<file path="config.mk">
export PLATFORM = sky130hd
export DESIGN_NAME = flash_tick_scheduler
export DESIGN_NICKNAME = d
export VERILOG_FILES = /design/src/rtl/flash_pkg.sv /design/src/rtl/ext_tick_sync.sv /design/src/rtl/flash_tick_scheduler.sv
export SDC_FILE = /design/constraint.sdc
export NUM_CORES = 1
export LEC_CHECK = 0
export CORE_MARGIN = 1.5
export CORE_UTILIZATION = 55
export CTS_BUF_LIST = sky130_fd_sc_hd__clkbuf_2 sky130_fd_sc_hd__clkbuf_4 sky130_fd_sc_hd__clkbuf_8
export DETAILED_ROUTE_END_ITERATION = 16
export PLACE_DENSITY = 0.78
export SYNTH_ARGS = -nofsm -noshare
export SYNTH_HDL_FRONTEND = slang
export SYNTH_SLANG_ARGS = --single-unit
export TNS_END_PERCENT = 1
</file>
<file path="constraint.sdc">
create_clock -name clk -period 1.9 [get_ports clk]
set_clock_uncertainty 0.2 [all_clocks]
set_input_delay 0.19 -clock clk [delete_from_list [all_inputs] [get_ports clk]]
set_output_delay 0.19 -clock clk [all_outputs]
set_load 0.05 [all_outputs]
</file>
<file path="src/rtl/flash_pkg.sv">
// Shared types and defaults for the LED flasher step/mode controller.
package flash_pkg;

  typedef enum logic [1:0] {
    MODE_SCAN  = 2'b00,
    MODE_TRACK = 2'b01,
    MODE_BLINK = 2'b10
  } mode_t;

  typedef enum logic {
    ST_SEEK = 1'b0,
    ST_LOCK = 1'b1
  } state_t;

  localparam int unsigned DEF_INT_PERIOD    = 4750000;
  localparam int unsigned DEF_WD_LIMIT      = 50000000;
  localparam int unsigned DEF_RECOVER_EDGES = 4;

  // SCAN when all switches are off, TRACK for exactly one switch, BLINK otherwise.
  function automatic mode_t decode_mode(input logic [7:0] ctrl);
    if (ctrl == 8'd0)
      return MODE_SCAN;
    else if ((ctrl & (ctrl - 8'd1)) == 8'd0)
      return MODE_TRACK;
    else
      return MODE_BLINK;
  endfunction

endpackage

</file>
<file path="src/rtl/ext_tick_sync.sv">
// Brings the asynchronous 555 output into the clk domain and flags its rising edges.
module ext_tick_sync (
  input  logic clk,
  input  logic rst,
  input  logic i_timer,
  output logic o_edge
);

  logic r_s1;
  logic r_s2;
  logic r_s3;
  logic r_edge;

  always_ff @(posedge clk) begin
    if (rst) begin
      r_s1   <= 1'b0;
      r_s2   <= 1'b0;
      r_s3   <= 1'b0;
      r_edge <= 1'b0;
    end else begin
      r_s1   <= i_timer;
      r_s2   <= r_s1;
      r_s3   <= r_s2;
      r_edge <= r_s2 & ~r_s3;
    end
  end

  assign o_edge = r_edge;

endmodule

</file>
<file path="src/rtl/flash_tick_scheduler.sv">
// Step source selection (555 vs internal divider), 555 watchdog/lock FSM and mode/restart control.
module flash_tick_scheduler
  import flash_pkg::*;
#(
  parameter int unsigned INT_PERIOD    = DEF_INT_PERIOD,
  parameter int unsigned WD_LIMIT      = DEF_WD_LIMIT,
  parameter int unsigned RECOVER_EDGES = DEF_RECOVER_EDGES
) (
  input  logic       clk,
  input  logic       rst,
  input  logic       i_timer,
  input  logic [7:0] control,
  output logic       step_en,
  output logic [1:0] mode,
  output logic       restart,
  output logic       src_ext,
  output logic       timer_lost
);

  localparam int unsigned CNT_W = $clog2(INT_PERIOD);
  localparam int unsigned WD_W  = $clog2(WD_LIMIT + 1);
  localparam int unsigned EC_W  = $clog2(RECOVER_EDGES + 1);

  localparam logic [CNT_W-1:0] CNT_LAST  = CNT_W'(INT_PERIOD - 1);
  localparam logic [WD_W-1:0]  WD_MAX    = WD_W'(WD_LIMIT);
  localparam logic [WD_W-1:0]  WD_LAST   = WD_W'(WD_LIMIT - 1);
  localparam logic [EC_W-1:0]  EC_TARGET = EC_W'(RECOVER_EDGES);

  logic             w_ext_edge;
  mode_t            r_mode_q;
  mode_t            w_mode_d;
  logic             w_restart_d;
  logic             r_restart;
  logic             r_step;
  logic [CNT_W-1:0] r_cnt;
  logic [WD_W-1:0]  r_wd;
  logic [EC_W-1:0]  r_ecnt;
  logic [EC_W-1:0]  w_ecnt_d;
  state_t           r_state;
  state_t           w_state_d;
  logic             w_int_tick;
  logic             w_expire;
  logic             w_src_ext;

  ext_tick_sync u_sync (
    .clk     (clk),
    .rst     (rst),
    .i_timer (i_timer),
    .o_edge  (w_ext_edge)
  );

  assign w_mode_d    = decode_mode(control);
  assign w_restart_d = (w_mode_d != r_mode_q);
  assign w_int_tick  = (r_cnt == CNT_LAST);
  assign w_expire    = (r_wd == WD_LAST) && !w_ext_edge;
  assign w_src_ext   = (r_state == ST_LOCK) && (r_mode_q == MODE_SCAN);

  // The divider clears on the same edge that raises restart, so it reads 0 during the restart cycle.
  always_ff @(posedge clk) begin
    if (rst) begin
      r_mode_q  <= MODE_SCAN;
      r_restart <= 1'b0;
      r_step    <= 1'b0;
      r_cnt     <= '0;
    end else begin
      r_mode_q  <= w_mode_d;
      r_restart <= w_restart_d;
      r_step    <= w_restart_d ? 1'b0 : (w_src_ext ? w_ext_edge : w_int_tick);
      if (w_restart_d || w_int_tick)
        r_cnt <= '0;
      else
        r_cnt <= r_cnt + CNT_W'(1);
    end
  end

  always_ff @(posedge clk) begin
    if (rst)
      r_wd <= '0;
    else if (w_ext_edge)
      r_wd <= '0;
    else if (r_wd != WD_MAX)
      r_wd <= r_wd + WD_W'(1);
  end

  always_ff @(posedge clk) begin
    if (rst) begin
      r_state <= ST_SEEK;
      r_ecnt  <= '0;
    end else begin
      r_state <= w_state_d;
      r_ecnt  <= w_ecnt_d;
    end
  end

  always_comb begin
    w_state_d = r_state;
    w_ecnt_d  = r_ecnt;
    case (r_state)
      ST_SEEK: begin
        if (r_ecnt == EC_TARGET) begin
          w_state_d = ST_LOCK;
          w_ecnt_d  = '0;
        end else if (w_expire) begin
          w_ecnt_d = '0;
        end else if (w_ext_edge) begin
          w_ecnt_d = r_ecnt + EC_W'(1);
        end
      end
      ST_LOCK: begin
        w_ecnt_d = '0;
        if (w_expire)
          w_state_d = ST_SEEK;
      end
      default: begin
        w_state_d = ST_SEEK;
        w_ecnt_d  = '0;
      end
    endcase
  end

  assign step_en    = r_step;
  assign mode       = r_mode_q;
  assign restart    = r_restart;
  assign src_ext    = w_src_ext;
  assign timer_lost = (r_state == ST_SEEK);

endmodule

</file>
==> flow_summary_export.csv, run 1 <==
group,metric,value,unit
run_status,status,"finished, violations left",
run_status,violations,"setup timing",
global_route,grt.overflow.total,0,
worst_setup_path,required,1920,ps
worst_setup_path,reg2reg_setup_slack,60,ps
worst_setup_path,setup.worst_path.start_class,"primary input",
hold_path,worstHoldStart,"u_sync.r_s3",
synth,yosys-top-cells-area,"dfxtp_1, nor2_1, xnor2_1, xor2_1, nand3_1",
sta,finalCriticalPeriod,1910,ps
cells_and_area,fillers,366,
job,drv_cap,0,
synth,yosys_most_used_dff,"dfxtp_1",
detailed_routing,routed_wl,6.13,mm
synth,syn_avg_cell_area,8.80,µm²
pwr,power.density,722,nW/µm²
worst_setup_path,ff2ff_path_depth,8,
cts,clock_sinks,61,
synth,ys_async_sr_fraction,0,%
hold_path,hp-class,"register to register",
worst_setup_path,cp-end-kind,"register",
detailed_routing,ant_nets,0,
placed_design,post_dp_cell_area,3370,µm²
synth,ys.warnings.count,0,
sta,timing.final.crit_share,101,%
global_route,grt_pass1_wl,9.20,mm
cts,cts-root-buf,"clkbuf_8",
pwr,vdd_drop_max,0.422,mV
cts,clock_path_buffers,2,
synth,yosysMostFrequentCell,"nor2_1",
floorplan,rows,26,
detailed_routing,vias,2467,
sta,clock.fmax,524,MHz
sta,final-setup-viol-count,4,
cells_and_area,fin_area,3670,µm²
cts,insertion_delay,330,ps
hold_path,hold_depth,1,
sta,fin_tns_setup,-29.1,ps
cts,h-tree-depth,3,
detailed_routing,drt-vias-per-instance,5.40,
cells_and_area,nets,399,
synth,ys_types,40,
cts,path_clk_slew,60,ps
placed_design,dpl.hpwl,4.07,mm
placed_design,gp_congestion,0.791,
floorplan,dieArea,5620,µm²
cells_and_area,area_delta_synth_final,28.8,%
global_route,grt_max_degree,20,
pwr,p_leak,1.35,nW
detailed_routing,drc_errors,0,
worst_setup_path,arrival,1930,ps
cts,cts_inserted_buffers,9,
sta,worst_pin_slew,495,ps
global_route,antenna_found_initial,0,
cells_and_area,drive_gt1_share,24.3,%
sta,timing.hold.ws,185,ps
detailed_routing,wire_per_inst,13.4,µm
worst_setup_path,reg2reg_from,"r_cnt[1]",
floorplan,start_util,56.5,%
floorplan,die_h,75.0,µm
hold_path,min_to,"u_sync.o_edge",
sta,hold_violations,0,
cells_and_area,antenna_cells,0,
detailed_routing,drtPass1Iterations,4,
synth,synthTopCellsByCount,"nor2_1, dfxtp_1, xnor2_1",
synth,synth_top_area_share,42.8,%
placed_design,dp.cells,439,
cts,cts_tree,"yes",
worst_setup_path,crit_type,"primary input to register",
floorplan,core_area,5040,µm²
synth,synth_area,2850,µm²
sta,relSlewSlack,66.9,%
worst_setup_path,crit_fanout,19,
detailed_routing,drtIter0Drc,122,
worst_setup_path,rr_endpoint,"r_cnt[19]",
synth,netlist_instances,324,
global_route,track_usage,21.6,%
placed_design,io_buffers,16,
synth,yosys_register_bits,61,
synth,synth_edf_count,0,
sta,slew_viol_final,0,
cells_and_area,final_core_util,72.8,%
synth,synth_area_leader_cell,"dfxtp_1",
sta,rsz0062_at_grt,"yes",
sta,layout_setup_ws,-9.63,ps
synth,syn_nets,340,
floorplan,die_x,75.0,µm
floorplan,num_io_pins,17,
cells_and_area,fin_cells,457,
global_route,grt_pass1_vias,2187,
synth,synth-seq-area-share,42.8,%
[cell type report]
cell class,instances,area [µm²],area share (%)
multi-input cells,242,1620,44.2
clock inverters,1,30.0,0.818
well taps,70,87.6,2.39
flip-flops and latches,61,1230,33.4
repair buffers,57,483,13.2
inverters,12,45.0,1.23
clock buffers,14,174,4.74
[through the flow]
step | total power [mW] | setup slack [ps]
finish | 2.65 | -9.63
global route | 2.73 | -77.2
CTS | 2.67 | 12.1
detailed placement | 1.50 | -467
global placement | 1.49 | -342
floorplan | 1.42 | 61.5
[where the power goes]
group / switching [mW] / internal, mW / total (mW)
Clock: 0.456 / 0.715 / 1.17
Combinational: 0.0965 / 0.0749 / 0.171
Sequential: 0.0126 / 1.29 / 1.31
Total: 0.565 / 2.08 / 2.65
[metal layers]
layer	global-route usage (%)	routed length [µm]	vias up
met3	5.22	264	16
met4	10.9	152	0
met2	35.5	2980	64
met5	0	0	-
li1	-	-	1218
met1	26.3	2730	1169
[worst max-delay path, stage by stage]
cell	delay, ps
clkdlybuf4s50_1	450
buf_4	180
nor4b_1	280
o21ai_1	100
o211a_1	180
a21o_1	230
nand4_4	100
buf_12	150
nor2_1	60
[registers in the layout (all words and copies together) (netlist names), 2 cells and up]
register	count
r_wd	26
mode	2
r_cnt	23
r_ecnt	3
[layout by cell type (no fill, tap or decap), types with 3 or more instances in the layout]
| cell | instances |
|---|---|
| a21oi_1 | 4 |
| and3_1 | 5 |
| and4_1 | 3 |
| buf_4 | 43 |
| clkbuf_4 | 3 |
| clkbuf_8 | 11 |
| clkdlybuf4s50_1 | 6 |
| dfxtp_1 | 56 |
| dfxtp_2 | 5 |
| dlygate4sd2_1 | 4 |
| ha_1 | 5 |
| inv_1 | 12 |
| mux2i_1 | 3 |
| nand2_1 | 15 |
| nand3_1 | 22 |
| nand3_2 | 3 |
| nand4_1 | 13 |
| nor2_1 | 66 |
| nor2b_1 | 5 |
| nor3_1 | 10 |
| nor3_2 | 6 |
| xnor2_1 | 24 |
| xor2_1 | 23 |
[logic make-up (layout without fill, tap and decap cells)]
group	count (synthesis)	count (layout)	share of synthesized area, %
flip-flops	61	61	42.8
multiplexers	3	3	1.05
AND/OR/NAND/NOR	172	172	32.3
adder cells (fa/ha/maj)	5	5	2.19
buffers and inverters	21	84	3.12
AO/OA/AOI/OAI	14	14	3.12
XOR/XNOR	48	48	15.4
[timing repair]
item	CTS	global route
hold buffers	0	0
endpoints found under the setup margin	24	26
buffers inserted	1	2
gates resized for setup	10	20
pin swaps	3	8
[how the worst max path moves through the flow]
stage | endpoint | cells past startpoint | from | slack (ps)
final | r_cnt[19] | 9 | control[1] | -10
after global routing | r_cnt[19] | 9 | control[1] | -80
after CTS | r_wd[20] | 6 | r_wd[4] | 10
after detailed placement | r_cnt[6] | 7 | control[6] | -470
after global placement | r_cnt[15] | 8 | control[2] | -340
after floorplan | r_wd[20] | 7 | r_wd[1] | 60
Note: power is estimated with default switching activity, not from simulation.
==> run 2: changes to the inputs <==
Settings changed: PLACE_DENSITY 0.78 to 0.77, REMOVE_ABC_BUFFERS set to 1, SYNTH_HIERARCHICAL set to 1.
==> run 2 against run 1 <==
Effect of this change:
- the flow still finishes with violations (setup timing)
- synthesized cell count rose by 1.2%
- first-iteration DRC count rose by 38%
- die area rose by 1.5%
- clock-buffer cell count fell by 1
- combinational power rose by 28%
- power rose by 3.2%
- sequential cell count did not move
- via count rose by 3.1%
- highest routed layer unchanged
- setup slack got worse by 190 ps
- clock power rose by 3%
- utilization rose by 2.2 points
- critical endpoint is now r_cnt[8]
- routed wire length rose by 7.4%
==> flow_summary_export.csv, run 2 <==
group,metric,value,unit
placed_design,gp_congestion,0.858,
cells_and_area,multiInputGateArea,1680,µm²
worst_setup_path,endpoint,"r_cnt[8]",
detailed_routing,wl_met2,3.22,mm
global_route,grt_pass1_wl,10.8,mm
detailed_routing,wire_per_inst,14.0,µm
pwr,fin_total_pwr,2.73,mW
floorplan,num_io_pins,17,
worst_setup_path,arrival,2120,ps
sta,clock.fmax,476,MHz
detailed_routing,top_layer,"met4",
sta,relSlewSlack,65.2,%
sta,timing.final.crit_share,111,%
synth,ys.warnings.count,6,
synth,ys_types,47,
floorplan,core_area,5070,µm²
cells_and_area,area_delta_synth_final,31.5,%
cells_and_area,largestRegisters,"r_wd: 26 flops, r_cnt: 23 flops, r_ecnt: 3 flops",
worst_setup_path,setup.worst_path.start_class,"primary input",
cts,clock_path_buffers,2,
detailed_routing,vias,2544,
sta,worst_pin_slew,521,ps
global_route,grt_max_degree,13,
hold_path,hp-class,"primary input to register",
floorplan,dieArea,5710,µm²
detailed_routing,drt-vias-per-instance,5.41,
cts,cts_inserted_buffers,9,
worst_setup_path,rr_endpoint,"r_cnt[22]",
synth,yosys_most_used_dff,"dfxtp_1",
cells_and_area,final_cell_mix,"dfxtp_1, nor2_1, buf_4",
synth,synth-seq-area-share,42.2,%
synth,synthTopCellsByCount,"dfxtp_1, nor2_1, xor2_1",
sta,hold_violations,0,
detailed_routing,routed_wl,6.59,mm
worst_setup_path,crit_fanout,5,
worst_setup_path,reg2reg_setup_slack,-60,ps
cells_and_area,top_register,"r_wd",
detailed_routing,m1WireLength,3.05,mm
worst_setup_path,crit_start,"control[2]",
sta,finalCriticalPeriod,2100,ps
detailed_routing,wl_met3,215,µm
floorplan,die_x,75.6,µm
placed_design,dpl.hpwl,4.13,mm
worst_setup_path,cp-end-kind,"register",
sta,layout_setup_ws,-203,ps
detailed_routing,ant_nets,0,
floorplan,start_util,57.1,%
cells_and_area,nets,411,
sta,final-setup-viol-count,24,
global_route,track_usage,24.8,%
cells_and_area,antenna_cells,0,
synth,yosys_register_bits,61,
detailed_routing,drc_errors,0,
synth,synth_area_leader_cell,"dfxtp_1",
cts,h-tree-depth,3,
synth,ys_async_sr_fraction,0,%
placed_design,detailedPlace.worstSlack,-740,ps
cells_and_area,drive_gt1_share,27.3,%
sta,slew_viol_final,0,
worst_setup_path,ff2ff_path_depth,7,
synth,synth_area,2900,µm²
job,drv_cap,0,
global_route,grt_pass1_vias,2470,
cts,cts_tree,"yes",
pwr,power.density,718,nW/µm²
synth,yosys-top-cells-area,"dfxtp_1, xor2_1, nor2_1, nand4_1, xnor2_1",
hold_path,worstHoldStart,"control[2]",
cells_and_area,largest_reg_flops,26,
placed_design,io_buffers,16,
synth,synth_top_area_share,42.2,%
global_route,grt.overflow.total,0,
run_status,violations,"setup timing",
floorplan,die_h,75.6,µm
worst_setup_path,crit_type,"primary input to register",
cts,path_clk_slew,60,ps
sta,rsz0062_at_grt,"yes",
cells_and_area,fin_area,3810,µm²
synth,yosysMostFrequentCell,"dfxtp_1",
pwr,vdd_drop_max,0.597,mV
cts,insertion_delay,330,ps
detailed_routing,drtPass1Iterations,4,
cells_and_area,register_area,1230,µm²
pwr,p_leak,1.43,nW
synth,syn_avg_cell_area,8.83,µm²
cells_and_area,final_common_cell,"dfxtp_1",
synth,netlist_instances,328,
worst_setup_path,required,1910,ps
cells_and_area,fillers,357,
worst_setup_path,reg2reg_from,"mode[0]",
global_route,antenna_found_initial,0,
placed_design,post_dp_cell_area,3440,µm²
cts,clock_sinks,61,
run_status,status,"finished, violations left",
cts,cts-root-buf,"clkbuf_8",
synth,synth_edf_count,0,
floorplan,rows,26,
detailed_routing,drtIter0Drc,168,
[run 2: cell count changes after synthesis, sizes merged, moves of 3 or more]
cell,before,now
nand4,14,17
nor3,17,9
xor2,24,36
nor2,67,64
xnor2,24,12
nor4,4,7
nand3,26,20
or4,0,4
[run 2: report_power, final]
| part | total [mW] | internal [mW] | switching [mW] |
|---|---|---|---|
| clock | 1.21 | 0.726 | 0.483 |
| combinational | 0.219 | 0.106 | 0.113 |
| sequential | 1.31 | 1.29 | 0.0133 |
| total | 2.73 | 2.13 | 0.609 |
[run 2: area by class of cell]
| type | count | area share, % |
|---|---|---|
| clock inverter | 3 | 1.12 |
| timing repair buffer | 63 | 14.4 |
| sequential | 61 | 32.2 |
| clock buffer | 13 | 4.53 |
| multi-input combinational | 247 | 44.2 |
| inverter | 13 | 1.28 |
| tap | 70 | 2.30 |
[run 2: worst min path at each step]
stage / to / slack (ps) / cells after the start
after floorplan: mode[0] / 60 / 1
after global placement: u_sync/o_edge / 210 / 1
after detailed placement: u_sync/o_edge / 210 / 1
after CTS: mode[0] / 120 / 5
after global routing: mode[0] / 150 / 5
final: mode[0] / 130 / 5
[run 2: routing by layer]
metal / GRT usage [%] / vias to the layer above
met5: 0 / -
met1: 31.4 / 1211
li1: - / 1274
met3: 7.14 / 9
met4: 7.34 / 0
met2: 41.2 / 50
[run 2: logic make-up (layout without fill, tap and decap cells)]
logic type | after synthesis | count (layout) | synth area share [%]
AO/OA/AOI/OAI | 18 | 18 | 5.14
XOR/XNOR | 48 | 48 | 14.5
adder cells (fa/ha/maj) | 6 | 6 | 2.51
buffers and inverters | 20 | 92 | 2.94
flip-flops | 61 | 61 | 42.2
multiplexers | 3 | 3 | 1.08
AND/OR/NAND/NOR | 172 | 172 | 31.6
[run 2: critical path: stages]
cell,delay [ps]
buf_6,90
or4_4,570
or4_4,440
and4_4,180
buf_6,120
o31ai_4,290
buf_6,180
nor2_2,50
[run 2: timing repair]
item	in CTS	in global routing
pin swaps	13	11
gates cloned	2	0
hold buffers	0	0
setup buffers	2	0
setup endpoints to repair	27	37
resized for setup	32	20
[run 2: metrics by stage]
| step | setup TNS (ps) | utilization, % | instances | hold WS (ps) |
|---|---|---|---|---|
| 2_1_floorplan | -10640 | - | 321 | 59.1 |
| 3_3_place_gp | -17290 | 67.9 | 450 | 206 |
| 3_5_place_dp | -18410 | 67.9 | 450 | 210 |
| 4_1_cts | -5100 | 74.1 | 470 | 115 |
| 5_1_grt | -3700 | 75.0 | 470 | 146 |
| 6_report | -3540 | 75.0 | 470 | 128 |
==> RTL change 1 (settings of run 1) <==
The package constant `DEF_RECOVER_EDGES` goes from 4 to 8.
--- a/src/rtl/flash_pkg.sv
+++ b/src/rtl/flash_pkg.sv
@@ -14,7 +14,7 @@
 
   localparam int unsigned DEF_INT_PERIOD    = 4750000;
   localparam int unsigned DEF_WD_LIMIT      = 50000000;
-  localparam int unsigned DEF_RECOVER_EDGES = 4;
+  localparam int unsigned DEF_RECOVER_EDGES = 8;
 
   // SCAN when all switches are off, TRACK for exactly one switch, BLINK otherwise.
   function automatic mode_t decode_mode(input logic [7:0] ctrl);
Formal check against the unedited RTL: no difference found for any inputs over 10 cycles, from zero or initial values and one cycle with rst high; that may be too few to reach the edited logic, so the function may still have changed.
==> RTL change 1 against run 1 <==
  * The run still ends with setup timing left
  * Sequential share of layout area shrank 0.47 points
  * Maximum frequency shrank 4.1%
  * Hold slack gained 0.010 ns
  * Sequential cell count grew 1
  * Count of clock-buffer cells in the layout shrank 2
  * Total power grew 5.2%
  * Worst setup slack lost 0.081 ns
  * Final area grew 3.1%
  * Combinational power grew 6%
  * Synthesized area grew 0.83%
  * Wire length grew 4.9%
  * Critical endpoint is now r_cnt[20]$_SDFF_PP0_
==> RTL change 1: results (changes against run 1) <==
- Status: complete, but fails checks
- Failing checks: setup timing
- Largest net degree at the start of global routing: 27 (+35%)
- Number of global-route vias before repair: 2329 (+6.5%)
- GP Congestion: 0.7808 (-1.3%)
- Top Registers: r_wd x26, r_cnt x23, r_ecnt x4
- Final setup viols: 21 (+17)
- Worst Hold Slack: 0.1950 ns (+0.009992 ns)
- Layout cells sized above 1: 23.98% (-0.31 points)
- Fin nets: 403 (+1.0%)
- Wire length on met2: 3.358 mm (+13%)
- RR Endpoint: r_cnt[20]$_SDFF_PP0_
- Gr usage total: 22.73% (+1.1 points)
- Worst reg2reg path depth: 7 (-1)
- First-pass GRT wire length: 9.715 mm (+5.6%)
- Slew HR: 66.12% (-0.76 points)
- Kind of critical path: reg2reg
- Metal3 WL: 219 µm (-17%)
- Top post-synthesis cells by count: 62 x dfxtp_1, 58 x nor2_1, 29 x xor2_1
- Setup slack after layout: -0.09051 ns (-0.08087 ns)
- Post-synthesis sequential area ratio: 43.19% (+0.34 points)
- M1 WL: 2.686 mm (-1.7%)
- RR Startpoint: r_cnt[15]$_SDFF_PP0_
- Max stage delay on crit path: 0.54 ns (+0.09 ns)
- DR iter-0 viols: 83 (-32%)
- Routed wire length: 6.429 mm (+4.9%)
- DR vias: 2480 (+0.53%)
- Leakage: 0.001501 µW (+11%)
- Sw power: 588.3 µW (+4.1%)
- Final HPWL DP: 3.960 mm (-2.8%)
- Net count after synthesis: 343 (+0.88%)
- Synth Instances: 327 (+0.93%)
- Max Fanout on Critical Path: 5 (-14)
- Synth area leaders: dfxtp_1 43%, xor2_1 8.8%, nor2_1 7.6%
- Place WS: -0.4236 ns (+0.04344 ns)
- Wirelength per Cell: 13.92 µm (+3.8%)
- Crit path DAT: 2.02 ns (+0.09 ns)
- Placed Instances: 438 (-0.23%)
## RTL change 1: kinds of logic (layout without fill, tap and decap cells)
kind of cell	after synthesis	count (layout)	synth area share [%]
compound gates	22	22	4.484
buf+inv	20	85	3.526
mux	3	3	1.045
simple gates	170	170	31.61
flops	62	62	43.19
fa+ha+maj	5	5	2.177
xor+xnor	45	45	13.97
## RTL change 1: layout make-up
class | instances | area (µm²) | area share, %
flip-flops and latches | 62 | 1247 | 32.97
clock inverters | 4 | 70.07 | 1.852
repair buffers | 61 | 549.3 | 14.52
clock buffers | 12 | 152.6 | 4.034
well taps | 70 | 87.58 | 2.315
inverters | 8 | 30.03 | 0.7937
multi-input cells | 245 | 1647 | 43.52
## RTL change 1: through the flow
stage	power (µW)	setup TNS, ns	cell area (µm²)
floorplan	1439	0	2885
global placement	1505	-7.395	3354
detailed placement	1510	-9.812	3354
CTS	2799	-1.639	3588
global route	2896	-3.103	3784
finish	2789	-1.535	3784
## RTL change 1: critical path: cells and delay by family (launching register included)
family,cells,cell delay [ns]
simple gates,5,1.02
buf+inv,2,0.33
flops,1,0.32
## RTL change 1: worst min path at each step
stage                                 from                  endpoint  cells past startpoint
finish              u_sync.r_s3$_SDFF_PP0_  u_sync.o_edge$_SDFF_PP0_                      1
global route        u_sync.r_s3$_SDFF_PP0_  u_sync.o_edge$_SDFF_PP0_                      1
detailed placement  u_sync.r_s3$_SDFF_PP0_  u_sync.o_edge$_SDFF_PP0_                      1
CTS                 u_sync.r_s3$_SDFF_PP0_  u_sync.o_edge$_SDFF_PP0_                      1
floorplan                              rst    u_sync.r_s3$_SDFF_PP0_                      1
global placement    u_sync.r_s3$_SDFF_PP0_  u_sync.o_edge$_SDFF_PP0_                      1
## RTL change 1: routing by layer
metal  vias to the layer above  GRT usage (%)
met4                         0          9.127
met3                        18          7.363
met5                         -              0
li1                       1248              -
met2                        40          39.96
met1                      1174          25.31
## RTL change 1: repair_timing
| item | in CTS | in global routing |
|---|---|---|
| pin swaps | 0 | 15 |
| gates resized for setup | 4 | 30 |
| endpoints found under the hold margin | 0 | 0 |
| buffers inserted | 0 | 6 |
| endpoints found under the setup margin | 26 | 40 |
| gates cloned | 0 | 2 |
## RTL change 1: power by group through the flow
stage | sequential (µW) | combinational [µW] | clock, µW
4_1_cts | 1330 | 155 | 1320
6_report | 1330 | 181 | 1280
5_1_grt | 1330 | 195 | 1370
3_5_place_dp | 1360 | 154 | 0
3_3_place_gp | 1360 | 149 | 0
2_1_floorplan | 1370 | 70.2 | 0
==> RTL change 2 (flow settings as in run 1) <==
Made on the original files. Make the reset (`rst`) asynchronous in 4 clocked blocks.
--- a/src/rtl/ext_tick_sync.sv
+++ b/src/rtl/ext_tick_sync.sv
@@ -11,7 +11,7 @@
   logic r_s3;
   logic r_edge;
 
-  always_ff @(posedge clk) begin
+  always_ff @(posedge clk or posedge rst) begin
     if (rst) begin
       r_s1   <= 1'b0;
       r_s2   <= 1'b0;
--- a/src/rtl/flash_tick_scheduler.sv
+++ b/src/rtl/flash_tick_scheduler.sv
@@ -56,7 +56,7 @@
   assign w_src_ext   = (r_state == ST_LOCK) && (r_mode_q == MODE_SCAN);
 
   // The divider clears on the same edge that raises restart, so it reads 0 during the restart cycle.
-  always_ff @(posedge clk) begin
+  always_ff @(posedge clk or posedge rst) begin
     if (rst) begin
       r_mode_q  <= MODE_SCAN;
       r_restart <= 1'b0;
@@ -73,7 +73,7 @@
     end
   end
 
-  always_ff @(posedge clk) begin
+  always_ff @(posedge clk or posedge rst) begin
     if (rst)
       r_wd <= '0;
     else if (w_ext_edge)
@@ -82,7 +82,7 @@
       r_wd <= r_wd + WD_W'(1);
   end
 
-  always_ff @(posedge clk) begin
+  always_ff @(posedge clk or posedge rst) begin
     if (rst) begin
       r_state <= ST_SEEK;
       r_ecnt  <= '0;
Check against the original RTL: differs if rst is asserted again (counterexample within 4 cycles, from zero or initial values and one cycle with rst high); with rst held inactive, the same outputs for 10 cycles.
==> RTL change 2 against run 1 <==
  * The flow still finishes with violations (setup timing)
  * Wire length is 29% higher
  * Synthesized area is 13% higher
  * Sequential cell count stayed put
  * Worst setup slack lost 0.12 ns
  * Critical path type is now reg2reg
  * Final area grew 18%
  * First-iteration DRC count increased by 61%
  * Highest routed layer unchanged
  * Hold slack lost 0.089 ns
  * Critical endpoint is now r_ecnt[1]$_DFFE_PP0P_
  * Via count grew 14%
Power is not compared: it rests on default switching activity, and its combinational part moved more than twofold at a synthesized area within 25%.
==> RTL change 2: results (changes against run 1) <==
- Status: complete, but fails checks
- Failing checks: setup timing
- Final setup viols: 21 (+17)
- H-tree depth: 3 (unchanged)
- Worst-Skew Late Latency: 0.35 ns (+0.02 ns)
- Max Fanout on Critical Path: 3 (-16)
- Setup slack after layout: -0.1267 ns (-0.1170 ns)
- Placed Instances: 450 (+2.5%)
- N_diodes: 0 (unchanged)
- Synth cell types: 43 (+7.5%)
- Crit path DAT: 2.07 ns (+0.14 ns)
- Gr usage total: 27.05% (+5.5 points)
- Pre-antenna DRT Iters: 4 (unchanged)
- Final HPWL DP: 4.716 mm (+16%)
- I/O Buffers: 16 (unchanged)
- DR iter-0 viols: 197 (+61%)
- Top Registers: r_wd x26, r_cnt x23, r_ecnt x3
- GP Congestion: 0.8174 (+3.3%)
- Fillers: 346 (-5.5%)
- Top post-synthesis cells by count: 61 x dfrtp_1, 31 x nor2_1, 23 x nand3_1, 23 x xor2_1, 22 x xnor2_1
- Clock-pin slew on the worst setup and hold paths: 0.07 ns
- First-pass GRT wire length: 13.04 mm (+42%)
- Number of hold buffers added after CTS: 0 (unchanged)
- Layout cells sized above 1: 30.42% (+6.1 points)
- Initial antenna violation count: 0 (unchanged)
- Synth Flop Type: dfrtp_1
- Max stage delay on crit path: 0.40 ns (-0.05 ns)
- Worst VDD drop: 770.0 µV
- Net count after synthesis: 344 (+1.2%)
- Via density: 5.928 (+9.8%)
- Hold WC Path Type: in2async
- Crit path max-delay cell type: dfrtp_1
- Wirelength per Cell: 16.76 µm (+25%)
- Synth Instances: 328 (+1.2%)
- DR vias: 2804 (+14%)
- Fin nets: 412 (+3.3%)
- Root Buffer: clkbuf_8
- Synth area leaders: dfrtp_1 47%, xor2_1 6.2%, xnor2_1 6.0%
- Post-synthesis sequential area ratio: 47.27% (+4.4 points)
- Worst reg2reg path depth: 6 (-2)
- Leakage: 0.001889 µW
- Asr flop ratio synth: 100.0% (+100 points)
- Clock buffer depth: 2 (unchanged)
- Largest net degree at the start of global routing: 36 (+80%)
- Tightest Pin Transition: 0.4919 ns (-0.003365 ns)
- Synth Warn #: 0 (unchanged)
- Clock buffer count from CTS: 9 (unchanged)
==> RTL change 2: layout make-up <==
class	count	share of cell area, %
multi-input combinational	240	41.78
sequential	61	35.21
timing repair buffer	70	14.24
clock buffer	13	3.835
tap	72	2.076
clock inverter	3	1.557
inverter	14	1.298
==> RTL change 2: worst paths after layout <==
check,startpoint,to,slack (ns)
max reg2reg,r_wd[24]$_DFFE_PP0P_,r_ecnt[1]$_DFFE_PP0P_,-0.13
min in group clk,i_timer,u_sync.r_s1$_DFF_PP0_,0.13
max,r_wd[24]$_DFFE_PP0P_,r_ecnt[1]$_DFFE_PP0P_,-0.13
max in group asynchronous,rst,r_wd[21]$_DFFE_PP0P_,1.03
min,rst,r_cnt[13]$_DFF_PP0_,0.1
min reg2reg,u_sync.r_s2$_DFF_PP0_,u_sync.r_s3$_DFF_PP0_,0.17
==> RTL change 2: per-layer routing <==
layer / track usage [%] / vias up / share of wire, %
met5: 0 / - / 0
met2: 45.17 / 87 / 52
met1: 33.08 / 1379 / 41
li1: - / 1316 / -
met3: 6.400 / 22 / 4.6
met4: 12.28 / 0 / 3.3
==> RTL change 2: power by group <==
part | internal (µW) | switching [µW]
clock | 840 | 512
sequential | 1440 | 156
combinational | 380 | 416
==> RTL change 2: logic make-up after synthesis <==
| family | share of synthesized area [%] |
|---|---|
| flops | 47.27 |
| simple gates | 24.18 |
| xor+xnor | 12.20 |
| mux | 0.6199 |
| buf+inv | 3.603 |
| fa+ha+maj | 2.247 |
| compound gates | 9.880 |
==> RTL change 2: per-stage QoR <==
step / setup slack [ns] / utilization [%] / hold slack, ns / instance area (µm²) / setup TNS, ns
after global placement: -0.4165 / 68.42 / 0.1336 / 3814 / -10.98
after CTS: -0.08682 / 76.09 / 0.09788 / 4242 / -0.5667
after detailed placement: -0.5025 / 68.42 / 0.1551 / 3814 / -12.60
final: -0.1267 / 77.85 / 0.09560 / 4339 / -1.339
after global routing: -0.2107 / 77.85 / 0.1332 / 4339 / -2.693
after floorplan: -0.1272 / - / 0.02143 / 3249 / -2.022
==> RTL change 2: critical path: cells and delay by family (launching register included) <==
kind,cells,cell delay (ns)
compound gates,1,0.22
buf+inv,1,0.17
flops,1,0.40
simple gates,4,0.92
==> RTL change 2: what timing repair did <==
action,in CTS,in global routing
pin swaps,13,6
endpoints found under the setup margin,37,43
cloned,1,0
gates resized for setup,30,20
setup buffers,6,0
